===== src/rtl/regbus_pkg.sv =====
// rtl/regbus_pkg.sv - shared widths, command record and FSM state encoding for the register-bus initiator
package regbus_pkg;

    localparam int ADDR_W = 14;
    localparam int DATA_W = 16;

    // One queued register-bus operation; wdata is don't-care for reads.
    typedef struct packed {
        logic              write;
        logic [ADDR_W-1:0] addr;
        logic [DATA_W-1:0] wdata;
    } cmd_t;

    localparam int CMD_W = $bits(cmd_t);

    typedef enum logic [1:0] {
        ST_IDLE  = 2'd0,
        ST_WRITE = 2'd1,
        ST_READ  = 2'd2,
        ST_RESP  = 2'd3
    } state_t;

endpackage


===== src/rtl/regbus_if.sv =====
// rtl/regbus_if.sv - command, register-bus and read-response signal bundle
interface regbus_if;
    import regbus_pkg::*;

    // command intake
    logic              cmd_valid;
    logic              cmd_ready;
    logic              cmd_write;
    logic [ADDR_W-1:0] cmd_addr;
    logic [DATA_W-1:0] cmd_wdata;

    // register bus
    logic              wr_en;
    logic              rd_en;
    logic [ADDR_W-1:0] addr;
    logic [DATA_W-1:0] write_data;
    logic [DATA_W-1:0] read_data;

    // read response
    logic              rsp_valid;
    logic              rsp_ready;
    logic [ADDR_W-1:0] rsp_addr;
    logic [DATA_W-1:0] rsp_rdata;

    logic              busy;

    // The initiator drives the bus and the response; it consumes commands.
    modport master (
        input  cmd_valid, cmd_write, cmd_addr, cmd_wdata, read_data, rsp_ready,
        output cmd_ready, wr_en, rd_en, addr, write_data,
               rsp_valid, rsp_addr, rsp_rdata, busy
    );

    // Command source / register target / response sink side.
    modport slave (
        output cmd_valid, cmd_write, cmd_addr, cmd_wdata, read_data, rsp_ready,
        input  cmd_ready, wr_en, rd_en, addr, write_data,
               rsp_valid, rsp_addr, rsp_rdata, busy
    );

endinterface


===== src/rtl/regbus_cmd_fifo.sv =====
// rtl/regbus_cmd_fifo.sv - synchronous command FIFO with registered occupancy count
module regbus_cmd_fifo
    import regbus_pkg::*;
#(
    parameter int DEPTH = 4
) (
    input  logic clk,
    input  logic rst_n,
    input  logic push,
    input  cmd_t push_data,
    input  logic pop,
    output cmd_t pop_data,
    output logic full,
    output logic empty
);

    localparam int PTR_W = (DEPTH > 1) ? $clog2(DEPTH) : 1;
    localparam int CNT_W = $clog2(DEPTH) + 1;

    cmd_t             mem [DEPTH];
    logic [PTR_W-1:0] wr_ptr;
    logic [PTR_W-1:0] rd_ptr;
    logic [CNT_W-1:0] count;
    logic             do_push;
    logic             do_pop;

    // Flags come from the registered count only, so a pop never frees a slot
    // for a push in the same cycle.
    assign full     = (count == CNT_W'(DEPTH));
    assign empty    = (count == '0);
    assign do_push  = push && !full;
    assign do_pop   = pop && !empty;
    assign pop_data = mem[rd_ptr];

    // Pointers wrap naturally because DEPTH is a power of two.
    always_ff @(posedge clk or negedge rst_n) begin
        if (!rst_n) begin
            wr_ptr <= '0;
            rd_ptr <= '0;
            count  <= '0;
        end else begin
            if (do_push) wr_ptr <= wr_ptr + PTR_W'(1);
            if (do_pop)  rd_ptr <= rd_ptr + PTR_W'(1);
            case ({do_push, do_pop})
                2'b10:   count <= count + CNT_W'(1);
                2'b01:   count <= count - CNT_W'(1);
                default: count <= count;
            endcase
        end
    end

    // Storage needs no reset: empty pointers make stale entries unreachable.
    always_ff @(posedge clk) begin
        if (do_push) mem[wr_ptr] <= push_data;
    end

endmodule


===== src/rtl/regbus_initiator.sv =====
// rtl/regbus_initiator.sv - queued command executor driving a strobe-based register bus
module regbus_initiator
    import regbus_pkg::*;
#(
    parameter int CMD_DEPTH = 4
) (
    input  logic     clk,
    input  logic     rst_n,
    regbus_if.master bus
);

    state_t            state_q;
    state_t            state_d;
    cmd_t              cmd_in;
    cmd_t              head;
    logic              fifo_push;
    logic              fifo_pop;
    logic              fifo_full;
    logic              fifo_empty;
    logic              load_cmd;
    logic              load_rsp;
    logic [ADDR_W-1:0] addr_q;
    logic [DATA_W-1:0] wdata_q;
    logic [ADDR_W-1:0] rsp_addr_q;
    logic [DATA_W-1:0] rsp_rdata_q;

    assign cmd_in    = {bus.cmd_write, bus.cmd_addr, bus.cmd_wdata};
    assign fifo_push = bus.cmd_valid && !fifo_full;

    regbus_cmd_fifo #(
        .DEPTH (CMD_DEPTH)
    ) u_cmd_fifo (
        .clk       (clk),
        .rst_n     (rst_n),
        .push      (fifo_push),
        .push_data (cmd_in),
        .pop       (fifo_pop),
        .pop_data  (head),
        .full      (fifo_full),
        .empty     (fifo_empty)
    );

    // FSM state register; reset drops any in-flight strobe at once.
    always_ff @(posedge clk or negedge rst_n) begin
        if (!rst_n) state_q <= ST_IDLE;
        else        state_q <= state_d;
    end

    // Next-state and datapath load decisions: one command at a time, in order.
    always_comb begin
        state_d  = state_q;
        fifo_pop = 1'b0;
        load_cmd = 1'b0;
        load_rsp = 1'b0;
        case (state_q)
            ST_IDLE: begin
                if (!fifo_empty) begin
                    fifo_pop = 1'b1;
                    load_cmd = 1'b1;
                    state_d  = head.write ? ST_WRITE : ST_READ;
                end
            end
            ST_WRITE: state_d = ST_IDLE;
            ST_READ: begin
                load_rsp = 1'b1;
                state_d  = ST_RESP;
            end
            ST_RESP: begin
                if (bus.rsp_ready) state_d = ST_IDLE;
            end
            default: state_d = ST_IDLE;
        endcase
    end

    // Bus address/data hold the last issued command between operations.
    always_ff @(posedge clk or negedge rst_n) begin
        if (!rst_n) begin
            addr_q  <= '0;
            wdata_q <= '0;
        end else if (load_cmd) begin
            addr_q  <= head.addr;
            wdata_q <= head.wdata;
        end
    end

    // Read return is sampled on the edge that closes the read strobe.
    always_ff @(posedge clk or negedge rst_n) begin
        if (!rst_n) begin
            rsp_addr_q  <= '0;
            rsp_rdata_q <= '0;
        end else if (load_rsp) begin
            rsp_addr_q  <= addr_q;
            rsp_rdata_q <= bus.read_data;
        end
    end

    // Strobes decode directly from state, so they can never overlap.
    assign bus.wr_en      = (state_q == ST_WRITE);
    assign bus.rd_en      = (state_q == ST_READ);
    assign bus.addr       = addr_q;
    assign bus.write_data = wdata_q;
    assign bus.rsp_valid  = (state_q == ST_RESP);
    assign bus.rsp_addr   = rsp_addr_q;
    assign bus.rsp_rdata  = rsp_rdata_q;
    assign bus.cmd_ready  = !fifo_full;
    assign bus.busy       = !fifo_empty || (state_q != ST_IDLE);

endmodule


===== src/flat_wrapper.sv =====
// flat-port wrapper written by rule: the top's interface ports become plain ports
module regbus_initiator_flat import regbus_pkg::*;
#(
    parameter int CMD_DEPTH = 4
)
  (clk, rst_n, bus_cmd_valid, bus_cmd_write, bus_cmd_addr, bus_cmd_wdata, bus_read_data, bus_rsp_ready, bus_cmd_ready, bus_wr_en, bus_rd_en, bus_addr, bus_write_data, bus_rsp_valid, bus_rsp_addr, bus_rsp_rdata, bus_busy);
  regbus_if bus_i ();
  input  logic clk;
  input  logic rst_n;
  input wire logic [$bits(bus_i.cmd_valid)-1:0] bus_cmd_valid;
  input wire logic [$bits(bus_i.cmd_write)-1:0] bus_cmd_write;
  input wire logic [$bits(bus_i.cmd_addr)-1:0] bus_cmd_addr;
  input wire logic [$bits(bus_i.cmd_wdata)-1:0] bus_cmd_wdata;
  input wire logic [$bits(bus_i.read_data)-1:0] bus_read_data;
  input wire logic [$bits(bus_i.rsp_ready)-1:0] bus_rsp_ready;
  output wire logic [$bits(bus_i.cmd_ready)-1:0] bus_cmd_ready;
  output wire logic [$bits(bus_i.wr_en)-1:0] bus_wr_en;
  output wire logic [$bits(bus_i.rd_en)-1:0] bus_rd_en;
  output wire logic [$bits(bus_i.addr)-1:0] bus_addr;
  output wire logic [$bits(bus_i.write_data)-1:0] bus_write_data;
  output wire logic [$bits(bus_i.rsp_valid)-1:0] bus_rsp_valid;
  output wire logic [$bits(bus_i.rsp_addr)-1:0] bus_rsp_addr;
  output wire logic [$bits(bus_i.rsp_rdata)-1:0] bus_rsp_rdata;
  output wire logic [$bits(bus_i.busy)-1:0] bus_busy;
  assign bus_i.cmd_valid = bus_cmd_valid;
  assign bus_i.cmd_write = bus_cmd_write;
  assign bus_i.cmd_addr = bus_cmd_addr;
  assign bus_i.cmd_wdata = bus_cmd_wdata;
  assign bus_i.read_data = bus_read_data;
  assign bus_i.rsp_ready = bus_rsp_ready;
  assign bus_cmd_ready = bus_i.cmd_ready;
  assign bus_wr_en = bus_i.wr_en;
  assign bus_rd_en = bus_i.rd_en;
  assign bus_addr = bus_i.addr;
  assign bus_write_data = bus_i.write_data;
  assign bus_rsp_valid = bus_i.rsp_valid;
  assign bus_rsp_addr = bus_i.rsp_addr;
  assign bus_rsp_rdata = bus_i.rsp_rdata;
  assign bus_busy = bus_i.busy;
  regbus_initiator #(.CMD_DEPTH(CMD_DEPTH)) u_core (.clk(clk), .rst_n(rst_n), .bus(bus_i));
endmodule

===== config.mk =====
export PLATFORM = sky130hd
export DESIGN_NAME = regbus_initiator_flat
export DESIGN_NICKNAME = d
export VERILOG_FILES = /design/src/rtl/regbus_pkg.sv /design/src/rtl/regbus_if.sv /design/src/rtl/regbus_cmd_fifo.sv /design/src/rtl/regbus_initiator.sv /design/src/flat_wrapper.sv
export SDC_FILE = /design/constraint.sdc
export NUM_CORES = 1
export LEC_CHECK = 0
export BUFFER_PORTS_ARGS = -buffer_cell sky130_fd_sc_hd__buf_2
export CAP_MARGIN = 10
export CORE_MARGIN = 8
export CORE_UTILIZATION = 30
export CTS_BUF_LIST = sky130_fd_sc_hd__clkbuf_8
export DETAILED_ROUTE_END_ITERATION = 12
export PLACE_DENSITY_LB_ADDON = 0.05
export SLEW_MARGIN = 20
export SYNTH_ARGS = -nofsm -noshare
export SYNTH_HDL_FRONTEND = slang
export SYNTH_SLANG_ARGS = --single-unit

===== constraint.sdc =====
create_clock -name clk -period 6.3 [get_ports clk]
set_clock_uncertainty 0.15 [all_clocks]
set_input_delay 1.89 -clock clk [delete_from_list [all_inputs] [get_ports clk]]
set_output_delay 1.89 -clock clk [all_outputs]
set_load 0.02 [all_outputs]

==> results.tsv, run 1 <==
stage	metric	value	unit
outcome	status	finished clean	
setup_path	r2r_start	u_core.u_cmd_fifo.count[0]	
detailed_routing	vias_per_cell	4.296	
cells_and_area	multi_input_area	1673	µm²
cts	cts_buffers	17	
cells_and_area	final_nets	516	
worst_hold_path	holdPathStages	1	
cells_and_area	fillers	2335	
floorplan	die_y	171.3	µm
cells_and_area	syn_to_final_growth	18.99	%
cells_and_area	fin_area	8607	µm²
pwr	p_leak	3.243	nW
grt	grt_max_degree	36	
setup_path	crit_family	buffers and inverters	
synth	ys_seq_elements	193	
cts	tritoncts	built	
pwr	peakVddDrop	0.3392	mV
synth	synth_nets	393	
cells_and_area	fin_cells	796	
floorplan	rows	57	
cts	clock_sink_count	193	
grt	grt-ovfl-total	0	
cts	insertion_delay	0.44	ns
floorplan	initial_core_util	30.18	%
setup_path	crit_cells	3	
setup_path	cp-end-kind	output port	
job	drv_cap	0	
sta	whs	0.3560	ns
grt	grt_pass1_wl	22550	µm
cells_and_area	layout_common_cells	edfxtp_1, buf_2, dfrtp_1, mux2_2, mux4_2	
synth	yosys-top-cells-area	edfxtp_1, dfrtp_1, mux4_2, mux2_2, buf_6	
grt	grt_pass1_vias	3886	
sta	drv_slew	0	
sta	setup_violations	0	
floorplan	fp.dieW	171.3	µm
floorplan	io_pins	116	
synth	ys_types	27	
synth	yosysTopAreaCellShare	51.48	%
placement	port_buffers	115	
setup_path	critPathMaxFanout	31	
sta	finalSetupTns	0	ns
grt	grtUsageTotal	10.31	%
setup_path	slowest_stage	dfrtp_1	
synth	avgSynthCellArea	21.53	µm²
setup_path	cp.required	4.26	ns
placement	dpl_cell_area	8147	µm²
worst_hold_path	hold_class	register to register	
detailed_routing	wl_per_cell	18.24	µm
floorplan	core_region_area	23960	µm²
sta	relSlewSlack	38.15	%
setup_path	critPathKind	register to output port	
sta	grt_setup_unrepaired	no	
setup_path	r2r.worst_path.cells	8	
setup_path	cp_cell_sequence	nor2b_4 > buf_4 > buf_2	
synth	synth_cells	336	
setup_path	startpoint_type	register	
sta	tightest_slew	0.9277	ns
detailed_routing	drt-pass1-iter-count	4	
floorplan	dieArea	29340	µm²
cts	path_clk_slew	0.10	ns
cts	cts_setup_buffers	0	
synth	synth_top_cell_by_area	edfxtp_1	
detailed_routing	drcViolationCount	0	
detailed_routing	wirelength	14520	µm
worst_hold_path	min_from	u_core.bus.rsp_rdata[3]	
detailed_routing	route.vias.total	3420	
cts	post_cts_resized	0	
sta	period_needed	3.726	ns
setup_path	max_stage_delay	0.47	ns
setup_path	arrival	1.69	ns
detailed_routing	postRouteAntennaNets	0	
cells_and_area	final_common_cell	edfxtp_1	
grt	grt_antenna_before_repair	0	
placement	dp_cells	764	
synth	yosys_warnings	0	
cts	cts_buffer_depth	2	
setup_path	critPathBufInv	2	
synth	ys_seq_area_share	75.35	%
placement	gp_congestion	0.6497	
placement	dp_hpwl	9091	µm
synth	synth_area	7233	µm²
cells_and_area	n_antenna_cell	0	
setup_path	cp-startpoint	u_core.state_q[0]	
detailed_routing	drt-initial-drc-count	147	
pwr	powerDensity	515.2	nW/µm²
sta	hold_violations	0	
sta	post-route-period-util	59.14	%
cells_and_area	regArea	5453	µm²
sta	max_freq	268.4	MHz
cells_and_area	drive_above_1_share	53.18	%
cts	hold_buffers	0	
cts	clockRootBuffer	clkbuf_8	
cts	htreeDepth	4	
==> per-stage QoR <==
stage	setup slack [ns]	total power [mW]	utilization (%)
6_report	2.574	4.434	35.92
3_5_place_dp	2.829	3.621	34.00
5_1_grt	2.426	4.711	35.92
4_1_cts	2.500	4.548	35.92
2_1_floorplan	3.039	3.111	-
3_3_place_gp	2.873	3.601	34.00
==> flip-flops by register name, summed over array words and instances, names as in the netlist <==
name                      cells
u_core.u_cmd_fifo.mem       124
u_core.u_cmd_fifo.count       3
u_core.u_cmd_fifo.rd_ptr      2
u_core.bus.addr              14
u_core.bus.write_data        16
u_core.bus.rsp_addr          14
u_core.u_cmd_fifo.wr_ptr      2
u_core.bus.rsp_rdata         16
u_core.state_q                2
==> layer usage <==
layer | global-route usage [%] | wire, µm | up-vias
met4 | 2.949 | 122 | 0
met2 | 17.56 | 7190 | 91
met1 | 12.30 | 6260 | 1765
met5 | 0 | 0 | -
met3 | 3.420 | 946 | 7
li1 | - | - | 1557
==> report_power, final <==
| group | switching, mW | leakage, nW | total [mW] | internal [mW] |
|---|---|---|---|---|
| logic | 0.819 | 1.07 | 1.54 | 0.720 |
| registers | 0.212 | 1.94 | 1.98 | 1.77 |
| clock network | 0.430 | 0.232 | 0.914 | 0.484 |
==> cell usage after synthesis, drive strengths merged <==
master and n:
ha 5, buf 12, dfrtp 69, nor2 3, xnor2 5, or3b 1
nand2 3, edfxtp 124, xor2 1, o31ai 1, clkbuf 2, nand2b 1
inv 4, a22o 1, nor3 1, and3 4, nand3b 1, fa 1
nor2b 2, mux4 31, mux2 62, and2 2
==> kinds of logic (layout without fill, tap and decap cells) <==
family                   Yosys count  after routing  synth area share [%]
XOR/XNOR                           6              6                0.7265
flip-flops                       193            193                 75.35
buffers and inverters             18            154                 1.730
AND/OR/NAND/NOR                   18             18                 1.522
multiplexers                      93             93                 19.30
adder cells (fa/ha/maj)            6              6                 1.142
AO/OA/AOI/OAI                      2              2                0.2249
==> layout make-up <==
type	count	area share, %
multi-input combinational	125	19.44
inverter	4	0.1744
tap	324	4.710
sequential	193	63.35
clock buffer	18	2.878
timing repair buffer	118	6.978
clock inverter	14	2.471
==> final timing paths <==
kind	endpoint	slack, ns
setup / recovery	bus_rd_en	2.57
setup reg to reg	u_core.u_cmd_fifo.count[2]	3.33
hold / removal	u_core.bus.rsp_rdata[3]	0.36
max in group asynchronous	u_core.u_cmd_fifo.rd_ptr[1]	3.88
min in group asynchronous	u_core.bus.rsp_addr[6]	1.25
hold reg to reg	u_core.bus.rsp_rdata[3]	0.36
No activity file was read; power rests on OpenSTA's default activity.
==> run 2, diff against run 1 <==
==> constraint.sdc (replaced) <==
create_clock -name clk -period 3.7 [get_ports clk]
set_clock_uncertainty 0.15 [all_clocks]
set_input_delay 1.11 -clock clk [delete_from_list [all_inputs] [get_ports clk]]
set_output_delay 1.11 -clock clk [all_outputs]
set_load 0.02 [all_outputs]
==> run 2 against run 1 <==
Effect of this change: hold slack better by 0.00056 ns; sequential share of layout area up 0.13 points; critical path depth down 1; first-iteration DRC count down 1.4%; utilization down 0.073 points; final area down 0.20%; critical endpoint is now bus_cmd_ready.
==> results.tsv, run 2 (synthesis results as in run 1) <==
stage	metric	value	unit	change
outcome	status	finished clean		
setup_path	critPathKind	register to output port		
detailed_routing	wl_per_cell	18.95	µm	+3.9%
pwr	peakVddDrop	0.3839	mV	+13%
floorplan	rows	57		unchanged
cts	insertion_delay	0.45	ns	about the same
cts	clockRootBuffer	clkbuf_8		
pwr	powerDensity	871.0	nW/µm²	+69%
sta	max_freq	358.2	MHz	
sta	hold_violations	0		unchanged
cells_and_area	final_nets	518		+0.39%
floorplan	fp.dieW	171.3	µm	unchanged
detailed_routing	drt-pass1-iter-count	4		unchanged
cells_and_area	layout_common_cells	edfxtp_1, buf_2, dfrtp_1, mux2_2, mux4_2		
cells_and_area	fillers	2321		-0.60%
placement	gp_congestion	0.6530		+0.51%
sta	setup_violations	0		unchanged
floorplan	die_y	171.3	µm	unchanged
grt	grt_max_degree	51		+42%
detailed_routing	wirelength	15120	µm	+4.1%
detailed_routing	drcViolationCount	0		unchanged
cells_and_area	regArea	5453	µm²	unchanged
cells_and_area	drive_above_1_share	53.38	%	+0.20 points
job	drv_cap	0		unchanged
cells_and_area	syn_to_final_growth	18.75	%	
cells_and_area	final_common_cell	edfxtp_1		
cells_and_area	fin_cells	798		+0.25%
pwr	p_leak	3.229	nW	-0.43%
setup_path	cp.required	2.44	ns	-1.82 ns
cts	cts_buffers	17		unchanged
sta	grt_setup_unrepaired	no		
cells_and_area	utilization	35.84	%	-0.073 points
floorplan	core_region_area	23960	µm²	unchanged
detailed_routing	vias_per_cell	4.352		+1.3%
grt	grtUsageTotal	10.72	%	+0.41 points
cts	path_clk_slew	0.10	ns	about the same
floorplan	dieArea	29340	µm²	unchanged
floorplan	io_pins	116		unchanged
placement	dp_cells	766		+0.26%
placement	port_buffers	115		unchanged
cts	cts_setup_buffers	0		unchanged
grt	grt_antenna_before_repair	0		unchanged
sta	period_needed	2.791	ns	
grt	grt_pass1_wl	23200	µm	+2.9%
sta	tightest_slew	0.9044	ns	-0.02327 ns
sta	drv_slew	0		unchanged
cts	tritoncts	built		
setup_path	critPathMaxFanout	6		-81%
placement	dp_hpwl	9564	µm	+5.2%
floorplan	initial_core_util	30.18	%	unchanged
sta	post-route-period-util	75.44	%	
sta	relSlewSlack	39.70	%	+1.6 points
sta	finalSetupTns	0	ns	unchanged
worst_hold_path	hold_class	register to register		
detailed_routing	route.vias.total	3473		+1.5%
cells_and_area	n_antenna_cell	0		unchanged
cells_and_area	regMostFlops	u_core.u_cmd_fifo.mem		
cts	hold_buffers	0		unchanged
setup_path	startpoint_type	register		
grt	grt-ovfl-total	0		unchanged
detailed_routing	postRouteAntennaNets	0		unchanged
cts	htreeDepth	4		unchanged
cells_and_area	largest_reg_flops	124		unchanged
setup_path	arrival	1.53	ns	-0.16 ns
cts	post_cts_resized	0		unchanged
detailed_routing	drt-initial-drc-count	145		-1.4%
cells_and_area	multi_input_area	1673	µm²	unchanged
cts	clock_sink_count	193		unchanged
cts	cts_buffer_depth	2		unchanged
grt	grt_pass1_vias	3876		-0.26%
setup_path	cp-end-kind	output port		
## run 2: changes by cell type in the layout (fill, tap and decap cells not counted), sizes merged
cell	previous run	this run
buf	118	120
bufinv	5	3
clkbuf	18	17
clkinv	3	5
inv	8	9
## run 2: metrics by stage
stage / power (mW) / setup WS (ns) / cell area, µm² / hold WS, ns
6_report: 7.481 / 0.9086 / 8589 / 0.3565
2_1_floorplan: 5.297 / 1.219 / 7233 / 0.3249
3_5_place_dp: 6.209 / 1.021 / 8174 / 0.3369
5_1_grt: 7.943 / 0.8191 / 8589 / 0.3721
3_3_place_gp: 6.159 / 1.038 / 8174 / 0.3342
4_1_cts: 7.676 / 0.8529 / 8589 / 0.3616
## run 2: cell type report
cell class,instances,share of cell area [%]
Clock inverter,15,2.112
Clock buffer,17,2.724
Tap cell,324,4.720
Inverter,4,0.1748
Sequential cell,193,63.48
Multi-Input combinational cell,125,19.48
Timing Repair Buffer,120,7.312
## run 2: worst paths after layout
kind / from / to / slack [ns] / cells past startpoint
max in group asynchronous: rst_n / u_core.bus.addr[8] / 2.16 / 2
hold reg to reg: u_core.bus.rsp_addr[3] / u_core.bus.rsp_addr[3] / 0.36 / 1
hold / removal: u_core.bus.rsp_addr[3] / u_core.bus.rsp_addr[3] / 0.36 / 1
setup reg to reg: u_core.u_cmd_fifo.count[0] / u_core.u_cmd_fifo.count[2] / 1.41 / 8
setup / recovery: u_core.u_cmd_fifo.count[0] / bus_cmd_ready / 0.91 / 2
min in group asynchronous: rst_n / u_core.bus.write_data[5] / 0.55 / 1
## run 2: per-layer routing
metal,global-route usage (%),part of all wire (%),up-vias
met4,3.856,1.2,0
met1,12.84,44,1822
met3,3.053,5.7,12
met5,0,0,-
li1,-,-,1551
met2,18.20,49,88
## run 2: worst max-delay path, cell delays in order, from the launching register on
cell and delay [ns]:
dfrtp_1 0.46, or3b_4 0.45, buf_2 0.18
## run 2: power by group
group	leakage [nW]	internal (mW)	total, mW	switching, mW
clock network	0.204	0.678	1.44	0.765
logic	1.08	1.24	2.63	1.39
registers	1.94	3.01	3.41	0.395
